$ cat src/rtl/buff_uart_pkg.sv
// Purpose : shared definitions for the polled UART host bridge (FSM states,
//           status-register bit positions, default register map).
// Latency : n/a (package only).
// Backpressure: n/a (package only).
package buff_uart_pkg;

    // Bridge sequencer states. IDLE is only ever seen for the single cycle
    // following reset release.
    typedef enum logic [2:0] {
        IDLE,
        POLL_REQ,
        POLL_WAIT,
        RX_REQ,
        RX_WAIT,
        TX_WRITE
    } bridge_state_t;

    // Peripheral status register layout; all other bits are don't-care.
    localparam int unsigned STATUS_TX_BUSY_BIT  = 0;
    localparam int unsigned STATUS_RX_AVAIL_BIT = 1;

    // Default peripheral register map.
    localparam int unsigned DEFAULT_RX_ADDRESS     = 3;
    localparam int unsigned DEFAULT_TX_ADDRESS     = 4;
    localparam int unsigned DEFAULT_STATUS_ADDRESS = 5;

endpackage

$ cat src/rtl/uart_host_bridge.sv
// Purpose : polls a memory-mapped UART peripheral and bridges it to a pair of
//           valid/ready byte streams (one tx holding byte, one rx holding byte).
// Latency : a tx byte reaches the bus within 4 cycles of acceptance when the
//           peripheral is not busy; an rx byte shows on rx_valid 2 cycles after
//           its read request.
// Backpressure: tx_ready drops while the tx holding byte is waiting; a full rx
//           holding byte (rx_ready low) stops further peripheral rx reads.
//
// Ports:
//   clock, reset            single rising-edge clock, synchronous active-high reset
//   active_address          bus address driven to the peripheral
//   read_enable             peripheral samples data_in at active_address
//   write_enable            peripheral drives data_out next cycle
//   data_in / data_out      bus write data / bus read data
//   tx_data/valid/ready     inbound byte stream to transmit
//   rx_data/valid/ready     outbound stream of received bytes
module uart_host_bridge
    import buff_uart_pkg::*;
#(
    parameter int unsigned width          = 8,
    parameter int unsigned address_width  = 8,
    parameter int unsigned rx_address     = DEFAULT_RX_ADDRESS,
    parameter int unsigned tx_address     = DEFAULT_TX_ADDRESS,
    parameter int unsigned status_address = DEFAULT_STATUS_ADDRESS
) (
    input  logic                     clock,
    input  logic                     reset,

    output logic [address_width-1:0] active_address,
    output logic                     read_enable,
    output logic                     write_enable,
    output logic [width-1:0]         data_in,
    input  logic [width-1:0]         data_out,

    input  logic [width-1:0]         tx_data,
    input  logic                     tx_valid,
    output logic                     tx_ready,

    output logic [width-1:0]         rx_data,
    output logic                     rx_valid,
    input  logic                     rx_ready
);

    localparam logic [address_width-1:0] RX_ADDR     = address_width'(rx_address);
    localparam logic [address_width-1:0] TX_ADDR     = address_width'(tx_address);
    localparam logic [address_width-1:0] STATUS_ADDR = address_width'(status_address);

    bridge_state_t            r_state;
    logic [address_width-1:0] r_active_address;
    logic                     r_read_enable;
    logic                     r_write_enable;
    logic [width-1:0]         r_data_in;

    logic [width-1:0]         r_tx_hold;
    logic                     r_tx_full;
    logic [width-1:0]         r_rx_hold;
    logic                     r_rx_full;

    logic                     w_tx_accept;
    logic                     w_rx_pop;
    logic                     w_tx_busy;
    logic                     w_rx_available;

    // The tx holding byte is consumed during TX_WRITE, so a new byte may be
    // taken in that same cycle. Ready is forced low while reset is held.
    assign tx_ready    = ~reset & (~r_tx_full | (r_state == TX_WRITE));
    assign w_tx_accept = tx_valid & tx_ready;

    assign rx_valid    = r_rx_full;
    assign rx_data     = r_rx_hold;
    assign w_rx_pop    = r_rx_full & rx_ready;

    // Only meaningful in POLL_WAIT, when data_out carries the status register.
    assign w_tx_busy      = data_out[STATUS_TX_BUSY_BIT];
    assign w_rx_available = data_out[STATUS_RX_AVAIL_BIT];

    assign active_address = r_active_address;
    assign read_enable    = r_read_enable;
    assign write_enable   = r_write_enable;
    assign data_in        = r_data_in;

    // Bus outputs are registered: each transition loads the outputs that the
    // destination state presents. Anything not loaded returns to zero, which
    // makes every enable a single-cycle pulse.
    always_ff @(posedge clock) begin
        if (reset) begin
            r_state          <= IDLE;
            r_active_address <= '0;
            r_read_enable    <= 1'b0;
            r_write_enable   <= 1'b0;
            r_data_in        <= '0;
            r_tx_hold        <= '0;
            r_tx_full        <= 1'b0;
            r_rx_hold        <= '0;
            r_rx_full        <= 1'b0;
        end else begin
            r_active_address <= '0;
            r_read_enable    <= 1'b0;
            r_write_enable   <= 1'b0;
            r_data_in        <= '0;

            // tx holding register: refill wins over the TX_WRITE drain.
            if (w_tx_accept) begin
                r_tx_hold <= tx_data;
                r_tx_full <= 1'b1;
            end else if (r_state == TX_WRITE) begin
                r_tx_full <= 1'b0;
            end

            // rx holding register pop; a load in RX_WAIT below overrides it.
            if (w_rx_pop) begin
                r_rx_full <= 1'b0;
            end

            case (r_state)
                IDLE: begin
                    r_state          <= POLL_REQ;
                    r_active_address <= STATUS_ADDR;
                    r_write_enable   <= 1'b1;
                end

                POLL_REQ: begin
                    r_state <= POLL_WAIT;
                end

                POLL_WAIT: begin
                    // rx is checked first so it wins when both are eligible.
                    if (w_rx_available && !r_rx_full) begin
                        r_state          <= RX_REQ;
                        r_active_address <= RX_ADDR;
                        r_write_enable   <= 1'b1;
                    end else if (r_tx_full && !w_tx_busy) begin
                        r_state          <= TX_WRITE;
                        r_active_address <= TX_ADDR;
                        r_read_enable    <= 1'b1;
                        r_data_in        <= r_tx_hold;
                    end else begin
                        r_state          <= POLL_REQ;
                        r_active_address <= STATUS_ADDR;
                        r_write_enable   <= 1'b1;
                    end
                end

                RX_REQ: begin
                    r_state <= RX_WAIT;
                end

                RX_WAIT: begin
                    r_rx_hold        <= data_out;
                    r_rx_full        <= 1'b1;
                    r_state          <= POLL_REQ;
                    r_active_address <= STATUS_ADDR;
                    r_write_enable   <= 1'b1;
                end

                TX_WRITE: begin
                    r_state          <= POLL_REQ;
                    r_active_address <= STATUS_ADDR;
                    r_write_enable   <= 1'b1;
                end

                default: begin
                    r_state <= IDLE;
                end
            endcase
        end
    end

endmodule

$ cat config.mk
export PLATFORM = sky130hd
export DESIGN_NAME = uart_host_bridge
export DESIGN_NICKNAME = d
export VERILOG_FILES = /design/src/rtl/buff_uart_pkg.sv /design/src/rtl/uart_host_bridge.sv
export SDC_FILE = /design/constraint.sdc
export NUM_CORES = 1
export LEC_CHECK = 0
export BUFFER_PORTS_ARGS = -buffer_cell sky130_fd_sc_hd__buf_4
export CORE_MARGIN = 2
export CORE_UTILIZATION = 42
export CTS_CLUSTER_SIZE = 8
export DETAILED_ROUTE_END_ITERATION = 10
export GPL_ROUTABILITY_DRIVEN = 0
export PLACE_DENSITY_LB_ADDON = 0.2
export SYNTH_ARGS = -nofsm -noshare
export SYNTH_HDL_FRONTEND = slang
export SYNTH_SLANG_ARGS = --single-unit
$ cat constraint.sdc
create_clock -name clock -period 1.1 [get_ports clock]
set_input_delay 0.11 -clock clock [delete_from_list [all_inputs] [get_ports clock]]
set_output_delay 0.11 -clock clock [all_outputs]
set_load 0.05 [all_outputs]
==> flow_metrics.env <==
export IMPL_synth_edf_count=0
export IMPL_gr_total_overflow=0
export IMPL_p_leak_nw=0.877
export IMPL_swShare_pct=23.9
export IMPL_peakVddDrop_v=0.00155
export IMPL_vias=989
export IMPL_synth_area_leaders="dfxtp_1 57%, mux2i_1 6.7%, a22o_1 5.9%"
export IMPL_drtIter0Drc=12
export IMPL_failed_checks="setup timing"
export IMPL_drive_gt1_share_pct=44.6
export IMPL_avgViaCountPerCell=4.75
export IMPL_synthFlopType="dfxtp_1"
export IMPL_cp_arrival_ns=1.24
export IMPL_path_buf_inv=1
export IMPL_synth_seq_cells=34
export IMPL_seq_area_frac_synth_pct=57.1
export IMPL_reg2reg_slack_ns=-0.12
export IMPL_synthArstFlopShare_pct=0
export IMPL_port_buffers=42
export IMPL_crit_slowest_cell="dfxtp_4"
export IMPL_root_buffer="clkbuf_4"
export IMPL_synthCells=106
export IMPL_endpoint_kind="output pin"
export IMPL_numCtsBuffers=5
export IMPL_status="finished with violations"
export IMPL_drc_errors=0
export IMPL_cts_htree_levels=2
export IMPL_use_met1_pct=19.7
export IMPL_fin_util_pct=69.9
export IMPL_path_cells="nand3b_1 > a21oi_4 > buf_6"
export IMPL_rsz0062_at_grt="true"
export IMPL_ys_types=24
export IMPL_fp_coreArea_um2=2730
export IMPL_cpPeakStageDelay_ns=0.35
export IMPL_power_frac_comb_pct=14.2
export IMPL_cts_sinks=34
export IMPL_grt_pass1_vias=942
export IMPL_pin_count=48
export IMPL_worstSetupPathType="reg2out"
export IMPL_total_power_mw=2.85
export IMPL_worst_skew_pair_late_latency_ns=0.34
export IMPL_ant_nets=0
export IMPL_grt_max_degree=13
export IMPL_pwr_share_clk_pct=40.3
export IMPL_clk_pin_slew_ns=0.11
export IMPL_wirelength_um=2680
export IMPL_p_switching_uw=681
export IMPL_fin_crit_sh_pct=123
export IMPL_wl_per_cell_um=12.9
export IMPL_use_met3_pct=6.80
export IMPL_antenna_cells=0
export IMPL_worst_slack_ns=-0.252
export IMPL_worstPathRequired_ns=0.99
export IMPL_start_kind="flip-flop"
export IMPL_slew_violations=0
export IMPL_initial_utilization_pct=43.6
export IMPL_p_per_area_nw_per_um2=1490
export IMPL_cap_viol_max_count=0
export IMPL_die_area_um2=3280
export IMPL_synth_commonest_cells="34 x dfxtp_1, 12 x nor2_1, 8 x a22o_1, 8 x and2_1, 8 x mux2i_1"
export IMPL_busiest_layer="met2"
export IMPL_finalSetupViolCount=22
export IMPL_use_met2_pct=30.5
export IMPL_hold_class="in2reg"
export IMPL_dr_pass1_iters=4
export IMPL_dp_final_hpwl_um=1660
export IMPL_sequentialPowerShare_pct=45.5
export IMPL_rows=19
export IMPL_synth_area_per_cell_um2=11.2
export IMPL_die_h_um=57.3
export IMPL_fmax_mhz=740
export IMPL_p_int_mw=2.17
export IMPL_ys_warn_count=0
export IMPL_critical_path_top_delay_family="flip-flops"
export IMPL_synth_top_cell_area_share_pct=57.1
export IMPL_skew_ns=0.00902
export IMPL_synth_area_um2=1190
export IMPL_fp_dieW_um=57.3
export IMPL_clockBufferDepth=2
export IMPL_cts_tree="done"
export IMPL_hold_viol=0
export IMPL_antenna_found_initial=0
export IMPL_syn_to_final_growth_pct=60.2
export IMPL_nets=196
export IMPL_grt_use_total_pct=17.9
export IMPL_yosysMostFrequentCell="dfxtp_1"
export IMPL_post_synth_top_area_cell="dfxtp_1"
export IMPL_crit_fanout=2
export IMPL_min_period_ns=1.35
export IMPL_grt_pass1_wl_um=4330
## power by group through the flow
stage               Sequential (mW)  Clock (mW)  Combinational [mW]
floorplan                      1.38           0               0.162
global placement               1.33           0               0.324
detailed placement             1.33           0               0.330
CTS                            1.30        1.17               0.398
global route                   1.30        1.23               0.427
finish                         1.30        1.15               0.405
## tightest hold or removal path, stage by stage
cell and delay, ns:
buf_4 0.07, mux2i_1 0.05, nor2_1 0.08
## worst paths after layout
kind / start / endpoint / cells past startpoint
worst min-delay path: data_out[7] / rx_data[7] / 3
worst max-delay path: r_state[1] / tx_ready / 3
worst min register to register: r_tx_hold[5] / data_in[5] / 1
worst max register to register: r_state[1] / rx_data[2] / 5
## state kept, by name, indices dropped and copies added (netlist names)
name / cells
active_address: 3
data_in: 8
r_state: 3
r_tx_full: 1
r_tx_hold: 8
read_enable: 1
rx_data: 8
rx_valid: 1
write_enable: 1
## layer usage
metal  part of all wire (%)  up-vias
met5                      0        -
met1                     41      455
met3                    6.3        5
met4                    1.8        0
met2                     51       35
li1                       -      494
## through the flow
step           std cells  cell area, um2  worst slack (ns)  hold slack, ns  setup TNS (ns)
3_3_place_gp         181            1580            -0.113           0.319           -1.90
4_1_cts              207            1890            -0.278        0.000334           -2.12
2_1_floorplan        110            1230           -0.0657           0.187          -0.562
3_5_place_dp         181            1580            -0.183           0.322           -2.89
5_1_grt              208            1910            -0.309          0.0168           -3.23
6_report             208            1910            -0.252         0.00834           -1.95
## layout by cell type, fill, tap and decap left out, drive strengths merged, types with 2 or more instances in the layout
cell         synthesis  routed
bufinv               0       2
and2                 8       8
dfxtp               34      34
conb                 1       5
mux2i                8       8
buf                  8      55
nor2                12      12
dlygate4sd3          0      12
inv                  2       2
a22o                 8       8
clkbuf               1       5
nor2b                7       7
a21oi                8       8
and4b                1       2
## logic make-up after synthesis
kind of cell    share of synthesized area [%]
buf+inv                                  5.77
compound gates                           13.9
other cells                             0.314
flops                                    57.1
mux                                      6.72
simple gates                             16.3
## repair_timing
| item | in CTS | in global routing |
|---|---|---|
| setup endpoints to repair | 26 | 29 |
| resized for setup | 13 | 2 |
| gates cloned | 2 | 0 |
| setup buffers | 4 | 1 |
| endpoints found under the hold margin | 12 | 0 |
| pin swaps | 2 | 1 |
| hold buffers | 12 | 0 |
## cell type report
cell class / count / area, um2
clock inverter: 3 / 68.8
multi-input combinational: 66 / 518
inverter: 2 / 7.51
clock buffer: 5 / 37.5
sequential: 34 / 692
tap: 31 / 38.8
timing repair buffer: 67 / 548
fill: 214 / 823
Power figures use the tool's default switching activity.
